### src/rtl/bb_fifo_32x8.sv
// 32-entry x 8-bit first-word-fall-through byte FIFO with full / half-full /
// data-present flags; overflow and underflow strobes are dropped.
module bb_fifo_32x8 (
  input  logic       clk,
  input  logic       reset,
  input  logic [7:0] data_in,
  input  logic       write,
  input  logic       read,
  output logic [7:0] data_out,
  output logic       full,
  output logic       half_full,
  output logic       data_present
);

  logic [7:0] r_mem [0:31];
  logic [4:0] r_wr_ptr;
  logic [4:0] r_rd_ptr;
  logic [5:0] r_count;

  logic       w_full;
  logic       w_half_full;
  logic       w_data_present;
  logic       w_we;
  logic       w_re;
  logic [5:0] w_count_nxt;

  // Status decode from the registered occupancy only
  always_comb begin
    w_full         = (r_count == 6'd32);
    w_half_full    = (r_count >= 6'd16);
    w_data_present = (r_count != 6'd0);
  end

  // A write is still accepted when full as long as a read frees a slot in the same cycle
  always_comb begin
    w_we = write & (~w_full | read);
    w_re = read & w_data_present;
  end

  // Occupancy update
  always_comb begin
    w_count_nxt = r_count;
    case ({w_we, w_re})
      2'b10:   w_count_nxt = r_count + 6'd1;
      2'b01:   w_count_nxt = r_count - 6'd1;
      2'b11:   w_count_nxt = r_count;
      default: w_count_nxt = r_count;
    endcase
  end

  // Storage array, intentionally not reset
  always_ff @(posedge clk) begin
    if (w_we) begin
      r_mem[r_wr_ptr] <= data_in;
    end
  end

  // Pointers and occupancy
  always_ff @(posedge clk or negedge reset) begin
    if (!reset) begin
      r_wr_ptr <= 5'd0;
      r_rd_ptr <= 5'd0;
      r_count  <= 6'd0;
    end else begin
      if (w_we) begin
        r_wr_ptr <= r_wr_ptr + 5'd1;
      end
      if (w_re) begin
        r_rd_ptr <= r_rd_ptr + 5'd1;
      end
      r_count <= w_count_nxt;
    end
  end

  // Output drive
  always_comb begin
    data_out     = r_mem[r_rd_ptr];
    full         = w_full;
    half_full    = w_half_full;
    data_present = w_data_present;
  end

endmodule

### config.mk
export PLATFORM = sky130hd
export DESIGN_NAME = bb_fifo_32x8
export DESIGN_NICKNAME = d
export VERILOG_FILES = /design/src/rtl/bb_fifo_32x8.sv
export SDC_FILE = /design/constraint.sdc
export NUM_CORES = 1
export LEC_CHECK = 0
export CAP_MARGIN = 20
export CORE_MARGIN = 4
export CORE_UTILIZATION = 62
export DETAILED_ROUTE_END_ITERATION = 6
export PLACE_DENSITY = 0.8
export SETUP_SLACK_MARGIN = 0.4
export SYNTH_ARGS = -nofsm -noshare
export SYNTH_HDL_FRONTEND = slang
export SYNTH_SLANG_ARGS = --single-unit
### constraint.sdc
create_clock -name clk -period 4.1 [get_ports clk]
set_input_delay 1.025 -clock clk [delete_from_list [all_inputs] [get_ports clk]]
set_output_delay 1.025 -clock clk [all_outputs]
set_load 0.01 [all_outputs]
==> results of run 1 <==
==> state kept, by name, indices dropped and copies added, names as in the netlist <==
register / count
r_count: 6
r_rd_ptr: 5
r_wr_ptr: 5
r_mem: 256
==> critical path, cell delays in order, from the launching register on <==
cell           delay [ns]
dfrtp_4              0.46
buf_12               0.14
mux4_1               0.58
a22o_4               0.29
a2111oi_4            0.34
a21oi_2              0.08
dlygate4sd2_1        0.30
==> cell type report <==
cell class	instances	area, um2
clock buffer	31	691
clock inverter	16	161
fill	962	4480
inverter	13	48.8
multi-input combinational	251	2800
sequential	272	8100
tap	225	282
timing repair buffer	77	743
==> cells by family (layout without fill, tap and decap cells) <==
family	after synthesis	count (layout)	share of synthesized area [%]
AOI/OAI and AO/OA	74	74	4.96
and+or+nand+nor	74	74	3.32
muxes	82	82	13.3
DFF	272	272	74.0
xor gates and xnor gates	10	10	0.801
adders and majority gates	11	11	1.33
buffers and inverters	43	137	2.31
==> metal layers <==
layer | vias to the layer above | track usage (%) | part of all wire (%)
met4 | 0 | 9.99 | 4.0
met2 | 374 | 41.3 | 51
met5 | - | 0 | 0
met3 | 77 | 4.95 | 9.7
li1 | 2462 | - | -
met1 | 3051 | 33.7 | 36
==> timing repair <==
item                                   4_1_cts  5_1_grt
buffers inserted                             9        9
pin swaps                                    6       12
setup endpoints to repair                    8        8
cloned                                       1        1
endpoints found under the hold margin        0        0
resized for setup                           33       39
==> cells in the final DEF (no fill, tap or decap), types with 6 or more instances in the layout <==
master / instances
edfxtp_1: 256
mux4_2: 43
buf_4: 40
nor2_1: 35
mux2i_1: 31
clkbuf_16: 28
clkdlybuf4s50_1: 14
inv_1: 13
nand2_1: 13
dfrtp_1: 12
a21oi_1: 11
o21ai_0: 10
ha_1: 10
o221ai_1: 8
buf_6: 8
a2111oi_4: 7
xnor2_1: 7
a22oi_1: 6
clkinv_1: 6
==> worst paths after layout <==
check / slack [ns] / startpoint / end / depth (start not counted)
worst min-delay path: 0.49 / r_count[5] / r_count[5] / 1
min in group asynchronous: 0.94 / reset / r_count[2] / 1
worst max register to register: 1.04 / r_count[0] / r_count[5] / 9
worst min register to register: 0.49 / r_count[5] / r_count[5] / 1
max in group asynchronous: 2.61 / reset / r_rd_ptr[0] / 1
worst max-delay path: 0.35 / r_rd_ptr[0] / data_out[1] / 6
==> power by group <==
group / leakage (nW) / switching, mW / internal (mW)
Sequential: 2.49 / 0.299 / 3.30
Combinational: 1.40 / 1.55 / 1.48
Clock: 0.407 / 0.994 / 1.39
Total: 4.30 / 2.84 / 6.17
==> stage by stage <==
step | instance area (um2) | setup WS (ns) | power [mW] | std cells | hold WS (ns)
CTS | 12600 | 0.291 | 8.72 | 873 | 0.491
floorplan | 10900 | 0.803 | 5.24 | 566 | 0.456
detailed placement | 11500 | 0.222 | 6.07 | 816 | 0.483
finish | 12800 | 0.354 | 9.01 | 885 | 0.489
global placement | 11500 | 0.337 | 5.98 | 816 | 0.470
global route | 12800 | 0.283 | 9.41 | 885 | 0.527
==> flow_summary.toml, run 1 <==
[clock_network]
htreeDepth = 1
cts_sinks = 272
numCtsBuffers = 26
ctsHoldBuffers = 0
clock_path_buffers = 3
cts-root-buf = "clkbuf_16"
tritoncts = "done"
clock_latency_ns = 0.54
clkTransAtPathRegs_ns = 0.06

[pwr]
p_per_area_nw_per_um2 = 703
p_leak_nw = 4.30
peakVddDrop_mv = 0.468

[drt]
wl_per_cell_um = 28.0
route.vias.total = 5964
drt.antenna.violating_nets = 0
via_per_inst = 6.74
dr.pass1.iters = 5
drc = 0
drtIter0Drc = 665
routed_wl_um = 24800

[sta]
clock.fmax_ghz = 0.267
setup-tns-final_ns = 0
drv_slew = 0
relSlewSlack_pct = 43.3
finalSetupViolCount = 0
tightest_slew_ns = 0.847
skew_ns = 0.0132
min_period_over_period_pct = 91.4
grt_setup_unrepaired = "true"
period_needed_ns = 3.75
finalHoldViolations = 0

[placement]
io_buffer_count = 22
hpwl_um = 14300
gp_congestion = 0.819

[worst_setup_path]
crit_fanout = 8
worstPathRequired_ns = 3.07
cp.arrival_ns = 2.72
worst-setup-path-type = "reg2out"
worst_setup_path_start_kind = "flip-flop"
endpoint_kind = "output pin"

[die]
die_w_um = 141
start_util_pct = 63.2
pin_count = 23
die_area_um2 = 19800
fp-row-count = 48
core_area_um2 = 17300
die_h_um = 141

[min_path]
min_path_type = "reg2reg"

[yosys]
yosysUniqueCellTypes = 48
yosysTopAreaCellShare_pct = 70.3
syn_inst = 566
yosysTopAreaCell = "edfxtp_1"
yosys-top-cells-area = "edfxtp_1 (70%), mux4_2 (8.2%), dfrtp_1 (3.7%), mux2i_1 (3.0%), mux4_1 (1.9%)"
ys_seq_elements = 272
synth_edf_count = 256
yosys_most_used_dff = "edfxtp_1"
synth_area_um2 = 10900
synthTopCellsByCount = "edfxtp_1 (256), mux4_2 (40), nor2_1 (36)"
syn_nets = 589
yosysSeqAreaShare_pct = 74.0
syn_area_per_cell_um2 = 19.3
yosys_warnings = 0
async_flop_share_pct = 5.88
synth.most_common_cell = "edfxtp_1"

[final_layout]
nets = 664
drive_above_1_share_pct = 26.5
diodes = 0
syn2layout_area_growth_pct = 17.3
post-route-util_pct = 74.1

[global_routing]
track_usage_pct = 25.1
grt_overflow = 0
grt_pass1_vias = 6016
antenna_found_initial = 0
grt_pass1_wl_um = 36800
grt_max_degree = 33

[run]
max_cap_violations = 0

[run_status]
status = "complete, no violations"
(Power assumes the default switching activity.)
==> run 2: changes to the inputs <==
- SLEW_MARGIN: unset -> 20
==> run 2 against run 1 <==
Effect of this change:
- final cell count shrank 0.23%
- clock power hardly changed
- combinational power about the same
- clock skew down 0.0013 ns
- first-iteration DRC count is 23% lower
- global-route usage did not move
- clock-buffer cell count is the same
==> flow_summary.toml, run 2 (synthesis gave the netlist of run 1 again) <==
[final_layout]
nets = 662
layoutNonFillerInstCount = 883
largest_reg_flops = 256
drive_above_1_share_pct = 26.6
post-route-util_pct = 73.9
syn2layout_area_growth_pct = 17.0
reg_top3 = "r_mem x256, r_count x6"
stdcell_area_um2 = 12800
multi_input_comb_area_um2 = 2800
diodes = 0
n_fill_cell = 968
final_common_cell = "edfxtp_1"
ff_latch_area_um2 = 8100
final_cell_mix = "edfxtp_1 (256), mux4_2 (43), buf_4 (40)"
largest-register = "r_mem"

[sta]
setup-tns-final_ns = 0
skew_ns = 0.0119
hold-worst-slack_ns = 0.489
period_needed_ns = 3.73
grt_setup_unrepaired = "true"
min_period_over_period_pct = 91.1
tightest_slew_ns = 0.853
clock.fmax_ghz = 0.268
finalHoldViolations = 0
relSlewSlack_pct = 42.9
drv_slew = 0
finalSetupViolCount = 0

[die]
die_w_um = 141
fp-row-count = 48
die_area_um2 = 19800
start_util_pct = 63.2
pin_count = 23
die_h_um = 141
core_area_um2 = 17300

[worst_setup_path]
crit_start = "r_rd_ptr[0]"
endpoint_kind = "output pin"
cp.arrival_ns = 2.71
reg2reg_from = "r_count[0]"
worst_setup_path_start_kind = "flip-flop"
crit_fanout = 8
worstPathRequired_ns = 3.07
regToRegSetupSlack_ns = 1.03
worst-setup-path-type = "reg2out"

[clock_network]
cts-root-buf = "clkbuf_16"
clock_path_buffers = 3
clock_latency_ns = 0.53
tritoncts = "done"
numCtsBuffers = 26
htreeDepth = 1
clkTransAtPathRegs_ns = 0.06
ctsHoldBuffers = 0
cts_sinks = 272

[drt]
routed_wl_um = 24700
dr.pass1.iters = 6
wl_met3_um = 2500
wl_met1_um = 8740
top_layer = "met4"
dr_wl_met2_um = 12400
via_per_inst = 6.71
drc = 0
drt.antenna.violating_nets = 0
wl_per_cell_um = 28.0
route.vias.total = 5921
drtIter0Drc = 513

[global_routing]
antenna_found_initial = 0
grt_max_degree = 33
grt_pass1_wl_um = 36800
grt_overflow = 0
grt_pass1_vias = 6016
track_usage_pct = 25.1

[placement]
io_buffer_count = 22
placedCellCount = 816
gp_congestion = 0.819
hpwl_um = 14300
place_area_um2 = 11500

[min_path]
min_path_type = "reg2reg"
hp-start = "r_count[5]"

[run]
max_cap_violations = 0

[run_status]
status = "complete, no violations"

[pwr]
peakVddDrop_mv = 0.468
p_leak_nw = 4.29
p_per_area_nw_per_um2 = 704
run 2: routing by layer:
layer / vias up / track usage (%)
met5: - / 0
met4: 0 / 9.99
met3: 87 / 4.95
met2: 400 / 41.3
met1: 2978 / 33.7
li1: 2456 / -
run 2: report_power, final:
group | leakage (nW) | total (mW) | internal [mW] | switching (mW)
Sequential | 2.49 | 3.59 | 3.30 | 0.298
Clock | 0.407 | 2.38 | 1.39 | 0.990
Combinational | 1.39 | 3.03 | 1.48 | 1.55
Total | 4.29 | 9.00 | 6.16 | 2.84
run 2: worst paths after layout:
path | end | cells after the start
max reg2reg | r_count[5] | 9
min in group asynchronous | r_count[2] | 1
max in group asynchronous | r_rd_ptr[0] | 1
min | r_count[5] | 1
min reg2reg | r_count[5] | 1
max | data_out[1] | 6
run 2: what timing repair did:
item                                    CTS  global route
gates resized for setup                  33            39
setup buffers                             9             9
pin swaps                                 6            12
gates cloned                              1             1
endpoints found under the setup margin    8             8
run 2: critical path: stages (launching register included):
cell and delay (ns):
dfrtp_4 0.46, buf_12 0.14, mux4_1 0.58, a22o_4 0.29, a2111oi_4 0.33, a21oi_2 0.08
dlygate4sd2_1 0.30
run 2: metrics by stage:
step                      power (mW)  worst slack (ns)
final                           9.00             0.366
after global routing            9.41             0.283
after CTS                       8.72             0.291
after detailed placement        6.07             0.222
after global placement          5.98             0.337
after floorplan                 5.24             0.803
run 2: layout make-up:
class	count	area share [%]
sequential	272	63.4
multi-input combinational	251	21.9
timing repair buffer	75	5.53
clock buffer	31	5.40
tap	225	2.20
clock inverter	16	1.26
inverter	13	0.382
==> run 3: changes to the inputs <==
- CORE_UTILIZATION: 62 -> 65
- PLACE_DENSITY: 0.8 -> 0.83
- clock period: 4.1 -> 4.8 ns (I/O delays scaled with it)
==> run 3 against run 2 <==
Effect of this change:
- final area shrank 4.1%
- global-route usage grew 1.4 points
- worst setup slack gained 0.14 ns
- first-iteration DRC count grew 24%
- core utilization grew 0.24 points
- largest cell class unchanged
- die area shrank 4.4%
- largest power group unchanged
- sequential share of layout area grew 2.7 points
- sequential power shrank 18%
- clock power shrank 14%
- combinational power shrank 22%
- register-to-register slack gained 0.59 ns
- critical path depth grew 1
==> flow_summary.toml, run 3 (synthesis gave the netlist of run 1 again) <==
[die]
start_util_pct = 66.1
core_area_um2 = 16500
die_w_um = 138
fp-row-count = 47
die_h_um = 138
die_area_um2 = 19000
pin_count = 23

[clock_network]
clkTransAtPathRegs_ns = 0.06
tritoncts = "done"
clock_latency_ns = 0.52
ctsHoldBuffers = 0
numCtsBuffers = 26
clock_path_buffers = 3
cts_sinks = 272
htreeDepth = 1
cts-root-buf = "clkbuf_16"

[final_layout]
syn2layout_area_growth_pct = 12.1
multi_input_comb_area_um2 = 2610
drive_above_1_share_pct = 18.8
reg_top3 = "r_mem x256, r_count x6"
n_fill_cell = 868
ff_latch_area_um2 = 8090
final_cell_mix = "edfxtp_1 (256), mux4_2 (40), nor2_1 (36)"
final_common_cell = "edfxtp_1"
largest_reg_flops = 256
largest-register = "r_mem"
layoutNonFillerInstCount = 844
post-route-util_pct = 74.2
nets = 628
diodes = 0

[drt]
drt.antenna.violating_nets = 0
drtIter0Drc = 634
wl_met3_um = 2430
routed_wl_um = 24100
via_per_inst = 6.85
wl_met1_um = 8810
route.vias.total = 5780
drc = 0
dr.pass1.iters = 5
dr_wl_met2_um = 11800
top_layer = "met4"
wl_per_cell_um = 28.5

[placement]
gp_congestion = 0.848
io_buffer_count = 22
placedCellCount = 792
hpwl_um = 13900
pre_cts_ws_ns = 0.599

[min_path]
hold_path_depth = 1
min_path_type = "reg2reg"

[sta]
relSlewSlack_pct = 26.2
finalSetupViolCount = 0
drv_slew = 0
fin_ws_ns = 0.503
setup-tns-final_ns = 0
min_period_over_period_pct = 89.5
finalHoldViolations = 0
hold-worst-slack_ns = 0.500
grt_setup_unrepaired = "false"
tightest_slew_ns = 1.10
skew_ns = 0.0106
clock.fmax_ghz = 0.233
period_needed_ns = 4.30

[pwr]
p_leak_nw = 4.06
p_per_area_nw_per_um2 = 600
peakVddDrop_mv = 0.458

[worst_setup_path]
worstPathCellList = "buf_12, buf_16, mux4_1, a22o_1, a2111oi_2, a21oi_1, clkdlybuf4s50_1"
reg2regPathDepth = 10
max_stage_delay_ns = 0.58
slowest_stage = "mux4_1"
worst_setup_path_start_kind = "flip-flop"
worstPathRequired_ns = 3.60
endpoint_kind = "output pin"
worst-setup-path-type = "reg2out"
crit_fanout = 11
cp.arrival_ns = 3.10

[global_routing]
grt_overflow = 0
antenna_found_initial = 0
track_usage_pct = 26.5
grt_max_degree = 33
grt_pass1_vias = 5861
grt_pass1_wl_um = 36300

[run_status]
status = "complete, no violations"

[run]
max_cap_violations = 0
[run 3: worst max-delay path: cells and delay by family (launching register included)]
family / cells / cell delay, ns
buf+inv: 3 / 0.82
compound gates: 3 / 0.72
mux: 1 / 0.58
flops: 1 / 0.44
[run 3: repair_timing]
item                       4_1_cts  5_1_grt
setup endpoints to repair        8        3
setup buffers                    5        0
pin swaps                        0        0
resized for setup                2        3
[run 3: report_power, final]
group | internal (mW) | switching (mW) | leakage [nW]
Sequential | 2.81 | 0.145 | 2.50
Combinational | 1.04 | 1.32 | 1.15
Clock | 1.20 | 0.843 | 0.416
[run 3: layer usage]
metal  vias up  GRT usage (%)
met1      2933           36.3
met4         0           10.9
li1       2386              -
met5         -              0
met3        73           5.48
met2       388           42.3
[run 3: final cells by class]
cell class,instances,share of cell area (%)
clock buffer,34,5.81
tap,220,2.25
multi-input combinational,251,21.3
sequential,272,66.0
timing repair buffer,41,3.04
clock inverter,13,1.15
inverter,13,0.398
[run 3: stage by stage]
| stage | cell area (um2) | total power, mW |
|---|---|---|
| 6_report | 12300 | 7.36 |
| 3_5_place_dp | 11300 | 5.16 |
| 2_1_floorplan | 10900 | 4.48 |
| 5_1_grt | 12300 | 7.63 |
| 3_3_place_gp | 11300 | 5.06 |
| 4_1_cts | 12300 | 7.33 |
[run 3: worst paths after layout]
kind                                   from           to  slack [ns]
worst max-delay path            r_rd_ptr[0]  data_out[7]        0.50
worst min-delay path             r_count[5]   r_count[5]        0.50
worst max register to register   r_count[0]   r_count[5]        1.62
worst min register to register   r_count[5]   r_count[5]        0.50
max in group asynchronous             reset  r_rd_ptr[0]        3.17
min in group asynchronous             reset  r_wr_ptr[4]        1.10
